File: config.mk
export PLATFORM = sky130hd
export DESIGN_NAME = mips32_imem_loader
export DESIGN_NICKNAME = d
export VERILOG_FILES = /design/src/rtl/mips32_loader_pkg.sv /design/src/rtl/mips32_byte_packer.sv /design/src/rtl/mips32_imem_loader.sv
export SDC_FILE = /design/constraint.sdc
export NUM_CORES = 1
export LEC_CHECK = 0
export ABC_AREA = 0
export CAP_MARGIN = 20
export CORE_ASPECT_RATIO = 1.4
export CORE_UTILIZATION = 57
export CTS_CLUSTER_SIZE = 25
export DETAILED_ROUTE_END_ITERATION = 8
export PLACE_DENSITY = 0.88
export REMOVE_ABC_BUFFERS = 1
export SYNTH_ARGS = -nofsm -noshare
export SYNTH_HDL_FRONTEND = slang
export SYNTH_SLANG_ARGS = --single-unit
File: constraint.sdc
create_clock -name clk -period 3.66 [get_ports clk]
set_input_delay 0.732 -clock clk [delete_from_list [all_inputs] [get_ports clk]]
set_output_delay 0.732 -clock clk [all_outputs]
set_load 0.01 [all_outputs]
File: src/rtl/mips32_loader_pkg.sv
// Shared types and constants for the MIPS32 instruction-memory loader.
package mips32_loader_pkg;
  typedef enum logic [2:0] {
    S_IDLE, S_LEN_HI, S_LEN_LO, S_DATA, S_CHECK, S_DONE, S_ERROR
  } state_t;

  localparam int IMEM_DEPTH = 512;
  localparam int HDR_LEN    = 2;
endpackage

File: src/rtl/mips32_byte_packer.sv
// Packs a byte stream into big-endian 32-bit words; emits a one-cycle word_valid.
module mips32_byte_packer (
  input  logic        clk,
  input  logic        rst,
  input  logic        clr,
  input  logic        byte_en,
  input  logic [7:0]  byte_in,
  output logic [1:0]  lane,
  output logic        word_valid,
  output logic [31:0] word
);
  logic [23:0] sr;

  always_ff @(posedge clk) begin
    if (rst) begin
      lane       <= '0;
      sr         <= '0;
      word_valid <= 1'b0;
      word       <= '0;
    end else if (clr) begin
      lane       <= '0;
      sr         <= '0;
      word_valid <= 1'b0;
    end else begin
      word_valid <= 1'b0;
      if (byte_en) begin
        lane <= lane + 2'd1;
        sr   <= {sr[15:0], byte_in};
        // word is held after the pulse so the write data stays put
        if (lane == 2'd3) begin
          word       <= {sr, byte_in};
          word_valid <= 1'b1;
        end
      end
    end
  end
endmodule

File: src/rtl/mips32_imem_loader.sv
// Framed image loader: LEN_HI, LEN_LO, 4*N payload bytes, XOR checksum; holds core until verified.
module mips32_imem_loader
  import mips32_loader_pkg::*;
#(
  parameter int DEPTH  = IMEM_DEPTH,
  parameter int ADDR_W = 9
) (
  input  logic              clk,
  input  logic              rst,
  input  logic              start,
  input  logic [7:0]        rx_data,
  input  logic              rx_valid,
  output logic              rx_ready,
  output logic              mem_we,
  output logic [ADDR_W-1:0] mem_addr,
  output logic [31:0]       mem_wdata,
  output logic              core_hold,
  output logic              done,
  output logic              error,
  output logic [ADDR_W:0]   word_cnt
);
  state_t          state, nxt;
  logic            acc, len_ok, last_byte;
  logic [7:0]      len_hi, csum;
  logic [ADDR_W:0] len;
  logic [15:0]     n16;
  logic [1:0]      lane;

  assign acc       = rx_valid && rx_ready;
  assign n16       = {len_hi, rx_data};
  assign len_ok    = (n16 != 16'd0) && (n16 <= 16'(DEPTH));
  assign last_byte = (lane == 2'd3) && ((word_cnt + 1'b1) == len);

  mips32_byte_packer u_packer (
    .clk        (clk),
    .rst        (rst),
    .clr        (start),
    .byte_en    (acc && (state == S_DATA) && !start),
    .byte_in    (rx_data),
    .lane       (lane),
    .word_valid (mem_we),
    .word       (mem_wdata)
  );

  always_ff @(posedge clk) begin
    if (rst) state <= S_IDLE;
    else     state <= nxt;
  end

  always_comb begin
    nxt = state;
    if (start) nxt = S_LEN_HI;
    else if (acc) begin
      case (state)
        S_LEN_HI: nxt = S_LEN_LO;
        S_LEN_LO: nxt = len_ok ? S_DATA : S_ERROR;
        S_DATA:   if (last_byte) nxt = S_CHECK;
        S_CHECK:  nxt = (rx_data == csum) ? S_DONE : S_ERROR;
        default:  nxt = state;
      endcase
    end
  end

  always_comb begin
    rx_ready  = (state == S_LEN_HI) || (state == S_LEN_LO) ||
                (state == S_DATA)   || (state == S_CHECK);
    core_hold = (state != S_DONE);
    done      = (state == S_DONE);
    error     = (state == S_ERROR);
  end

  // Address is latched with the old count so it lines up with the registered mem_we
  always_ff @(posedge clk) begin
    if (rst) begin
      word_cnt <= '0;
      mem_addr <= '0;
      csum     <= '0;
      len_hi   <= '0;
      len      <= '0;
    end else if (start) begin
      word_cnt <= '0;
      csum     <= '0;
    end else if (acc) begin
      case (state)
        S_LEN_HI: len_hi <= rx_data;
        S_LEN_LO: len    <= n16[ADDR_W:0];
        S_DATA: begin
          csum <= csum ^ rx_data;
          if (lane == 2'd3) begin
            mem_addr <= word_cnt[ADDR_W-1:0];
            word_cnt <= word_cnt + 1'b1;
          end
        end
        default: ;
      endcase
    end
  end
endmodule

After elaboration in Yosys (flattened, before gate mapping)

Index checks and enable logic that the tools add are counted.

Reduce and logical (&&, ||, !) cells: 23
Equal/unequal tests: 12
Order comparisons: 1
Muxes and demuxes: 7
Bitwise operators: 3
$add $sub $neg: 2

Operator list:

| operator              | number |
|---|---|
| $reduce_and 3->1      | 6 |
| $le 16x10->1 const B  | 1 |
| $reduce_bool 16->1    | 1 |
| $pmux 3 s4            | 1 |
| $add 10x1->10 const B | 1 |
| $eq 10x10->1          | 1 |
| $eq 3x3->1 const B    | 3 |
| $eq 8x8->1            | 1 |
| $xor 8x8->8           | 1 |
| $eq 3x2->1 const B    | 2 |
| $mux 3                | 2 |
| $ne 3x3->1 const B    | 2 |
| $logic_and 1x1->1     | 5 |
| $reduce_bool 5->1     | 1 |
| $reduce_and 4->1      | 1 |
| $reduce_bool 4->1     | 1 |
| $eq 3x1->1 const B    | 1 |
| $logic_or 1x1->1      | 3 |
| $mux 1                | 3 |
| $reduce_or 3->1       | 1 |
| $add 2x1->2 const B   | 1 |
| $eq 2x2->1 const B    | 1 |
| $mux 2                | 1 |
| $ne 2x2->1 const B    | 1 |
| other kinds (5)       | 6 |

Flip-flop bits (word level): 107
Input bits: 12
Output and inout port bits: 56
Logic and storage cells: 59

Logic depth before layout (Yosys ltp)

Word-level depth: 9
Gate-level depth with buffers: 9
Gate-level depth less buffers: 7

By module

Synthesis repeated with hierarchy kept, for this count alone.

Cell total of the unflattened synthesis: 501
Area, all modules: 4,759.6 µm²

Modules (own cells, without submodules):

| module             | sequential area each (µm²) | cells an instance | area each (µm²) | times used |
|---|---|---|---|---|
| mips32_byte_packer | 1,181.1                    | 229               | 2,403.6         | 1 |
| mips32_imem_loader | 960.9                      | 272               | 2,356.0         | 1 |

Least setup slack after synthesis

No wires, ideal clock.

Path kind: flip-flop to flip-flop
Start point: register word_cnt[0]
End point: register state[2]
Setup slack: 1,226 ps
Period minus slack after synthesis: 2,434 ps
Data arrival time: 2,373 ps
Cell stages (with the launch flop): 8
Required time: 3,599 ps
Buffers on the path: 0
Setup time: 61 ps
Cells stage by stage: dfxtp_1 ha_1 xor2_1 a2111oi_2 o2111ai_1 or4_4 a2111oi_4 o221a_1

Cells in the longest elaborated chain, start to end: 5

Ends and longest elaborated chain:

| what                       | RTL line                 | source |
|---|---|---|
| start: declaration         | mips32_imem_loader.sv:20 | `output logic [ADDR_W:0] word_cnt` |
| start signal: assignment   | mips32_imem_loader.sv:91 | `word_cnt <= word_cnt + 1'b1;` |
| $add 10x1->10              | mips32_imem_loader.sv:32 | `assign last_byte = (lane == 2'd3) && ((word_cnt + 1'b1) == len);` |
| $eq 10x10->1               | mips32_imem_loader.sv:32 |  |
| $logic_and 1x1->1          | mips32_imem_loader.sv:32 |  |
| $ne 2x2->1 (no line)       | -                        |  |
| $reduce_and 3->1 (no line) | -                        |  |
| end signal: assignment     | mips32_imem_loader.sv:47 | `else state <= nxt;` |
| end: declaration           | mips32_imem_loader.sv:22 | `state_t state, nxt;` |

Every way passes these cells.
A chain may end at the register's enable or synchronous reset.

Worst setup path after layout

Start point: input port rx_valid
End point: register state[1]

Cells in the longest elaborated chain, start to end: 2

Ends and longest elaborated chain:

| what                       | RTL line                 | source |
|---|---|---|
| start: declaration         | mips32_imem_loader.sv:12 | `input logic rx_valid,` |
| $logic_and 1x1->1          | mips32_imem_loader.sv:29 | `assign acc = rx_valid && rx_ready;` |
| $reduce_and 3->1 (no line) | -                        |  |

Every way passes these cells.

==> out/results.md <==
| Result | Reported |
| --- | --- |
| Result of the run | complete, no violations |
| Net total in the final layout | 582 |
| Starting DRT DRC Count | 189 |
| Final setup vio count | 0 |
| CTS sink cnt | 107 |
| Switching share of power | 22.2% |
| Fraction of layout instances using a drive strength above 1 | 5.07% |
| Vias | 3673 |
| Yosys reg bits | 107 |
| Min Clock Period, post-route | 2.73 ns |
| Reported net switching power | 0.457 mW |
| Clk_lat worst skew | 0.37 ns |
| Most used cells in the layout excluding fill and tap cells | sky130_fd_sc_hd__nand2_1, sky130_fd_sc_hd__dfxtp_1, sky130_fd_sc_hd__a21oi_1 |
| WP data required | 3.88 ns |
| Cell count after synthesis | 517 |
| Final period utilization | 74.7% |
| Number of optimization iterations in the first detailed-route pass | 5 |
| Crit. Startpoint | rx_valid |
| Cell internal pwr | 1.60 mW |
| Number of buffers added by the clock tree synthesis step | 9 |
| RSZ-0062 raised after global routing | false |
| Routed wl met3 | 443 um |
| Cts repair resizes | 0 |
| Count of unresolved DRC violations after routing | 0 |
| Fraction of power consumed by sequential logic | 57.0% |
| Average cell area after synthesis | 8.31 um2 |
| Post-route clock skew | 0.00847 ns |
| Hold slack | 0.456 ns |
| Met2 routed wirelength | 5.08 mm |
| Number of global-route vias before repair | 3440 |
| Post-synthesis cell area | 4300 um2 |
| Final count of pins violating max slew | 0 |
| Worst hold start | u_packer.word[17] |
| Critical register-to-register path startpoint | word_cnt[0] |
| Chip height | 105 um |
| Total detailed-routing wirelength | 9.62 mm |
| Power Density | 394 nW/um2 |
| Clock tree from TritonCTS | done |
| Maximum number of pins on one net before global-route repair | 63 |
| Antenna Cells | 0 |
| Worst-path maximum fanout | 5 |
| Number of antenna violations at the first check in global routing | 0 |
| Starting density of the core | 58.8% |
| # hold bufs at CTS | 0 |
| Number of top-level pins | 68 |
| Distinct cell type count after synthesis | 38 |
| Sequential element share of the synthesized area | 49.8% |
| Routability congestion estimate | 0.893 |
| Wire length of the first global-routing pass | 15.5 mm |
| Via-to-Cell Ratio | 5.49 |
| Kind of path behind the tightest hold check | reg2reg |
| Highest achievable clock rate | 0.366 GHz |
| Number of maximum-capacitance violations | 0 |
| Endpoint type of the worst setup path | register |
| Number of nets with antenna violations after routing | 0 |
| Total routing resource utilization after global routing | 25.8% |
| Combinational share of power | 4.1% |
| Count of input and output buffers | 67 |
| YS warnings | 0 |
| Area inside the core boundary | 7310 um2 |
| Depth of the CTS H-tree | 3 |
| Post-synth EDFFs | 0 |
| Type of the worst setup path | in2reg |
| Topmost layer with routed signal wires | met4 |
| Row cnt | 37 |
| Clock input transition at the sequential cells of the worst setup and hold paths | 0.09 ns |
| Root Driver | sky130_fd_sc_hd__clkbuf_8 |
| Arrival time reported for the critical path endpoint | 2.96 ns |
| CTS max path bufs | 2 |
| Final hold viol count | 0 |
| Predominant post-synthesis flop cell | sky130_fd_sc_hd__dfxtp_1 |
| Final Power | 2.06 mW |
| Slew margin rel. | 42.5% |
| Transition at the pin with the smallest max-transition slack | 0.863 ns |
| Grt total ovfl | 0 |
| Postcts setup bufs | 0 |
| Post-synthesis to final-layout area growth | 21.7% |
| Post-DR wirelength/cell | 14.4 um |
| Proportion of power drawn by the clock network | 38.9% |
| Leak pwr | 1.84 nW |
| CP startpoint kind | primary input |
| Area of the die | 7900 um2 |
| DRT met1 WL | 3.72 mm |
| Peak VDD IR | 0.327 mV |
| Horizontal die dimension | 75.4 um |
| Post-DP HPWL | 6.34 mm |
| Most common cell after layout, fill and taps aside | sky130_fd_sc_hd__nand2_1 |
| Share of synthesized registers carrying an async set or reset | 0% |
## routing by layer
layer	track usage (%)	vias to the layer above
li1	-	1796
met4	14.2	0
met2	43.0	116
met3	5.88	41
met1	29.6	1720
met5	0	-
## stage by stage
stage	area [um2]	cells	util [%]	setup slack (ns)	TNS, ns
floorplan	4170	484	-	-0.149	-6.13
global placement	5010	654	68.5	0.635	0
detailed placement	5010	654	68.5	0.560	0
CTS	5230	669	71.5	0.926	0
global route	5230	669	71.5	0.804	0
finish	5230	669	71.5	0.927	0
## flip-flops by register name (all words and copies together), names as in the netlist, 3 cells and up
name / flops
u_packer.word: 32
u_packer.sr: 24
len: 10
word_cnt: 10
mem_addr: 9
csum: 8
len_hi: 8
state: 3
## cell type report
type / count / area, um2
Clock buffer: 10 / 138
Clock inverter: 5 / 85.1
Fill cell: 591 / 2080
Inverter: 4 / 15.0
Multi-Input combinational cell: 373 / 2020
Sequential cell: 107 / 2140
Tap cell: 97 / 121
Timing Repair Buffer: 73 / 711
## power groups by stage
stage | Combinational, mW | Sequential [mW] | Clock [mW]
final | 0.0839 | 1.17 | 0.801
after detailed placement | 0.0828 | 1.20 | 0
after global placement | 0.0804 | 1.20 | 0
after global routing | 0.0902 | 1.18 | 0.856
after CTS | 0.0836 | 1.17 | 0.807
after floorplan | 0.0362 | 1.20 | 0
## synth_stat cells (all sizes together), types with 3 or more instances
master | number | area, um2
nand2b | 5 | 31.3
xor2 | 19 | 166
clkbuf | 27 | 101
xnor2 | 20 | 175
nand4 | 3 | 18.8
nand3 | 10 | 50.1
and3 | 6 | 37.5
mux2i | 19 | 190
a21oi | 71 | 355
dfxtp | 107 | 2140
inv | 4 | 15.0
o21ai | 4 | 20.0
nor2 | 43 | 161
nor3 | 4 | 20.0
buf | 6 | 30.0
nand2 | 143 | 537
## critical path, stage by stage
cell and delay [ns]:
sky130_fd_sc_hd__clkdlybuf4s50_1 0.54, sky130_fd_sc_hd__nand2_1 0.11, sky130_fd_sc_hd__a2111oi_2 0.34, sky130_fd_sc_hd__o2111ai_1 0.15, sky130_fd_sc_hd__or4_4 0.57, sky130_fd_sc_hd__a2111oi_4 0.36
sky130_fd_sc_hd__o32ai_1 0.15
## final timing paths
kind | depth (start not counted) | slack, ns | to
worst min register to register | 2 | 0.46 | u_packer.word[17]
worst min-delay path | 2 | 0.46 | u_packer.word[17]
worst max register to register | 7 | 1.04 | state[1]
worst max-delay path | 7 | 0.93 | state[1]
## cell families after synthesis
logic type,after synthesis,synth area share (%)
AO/OA/AOI/OAI,87,11.7
adder cells (fa/ha/maj),2,0.582
AND/OR/NAND/NOR,226,22.1
buffers and inverters,37,3.41
XOR/XNOR,39,7.95
flip-flops,107,49.8
multiplexers,19,4.42
No activity file was read; power rests on OpenSTA's default activity.
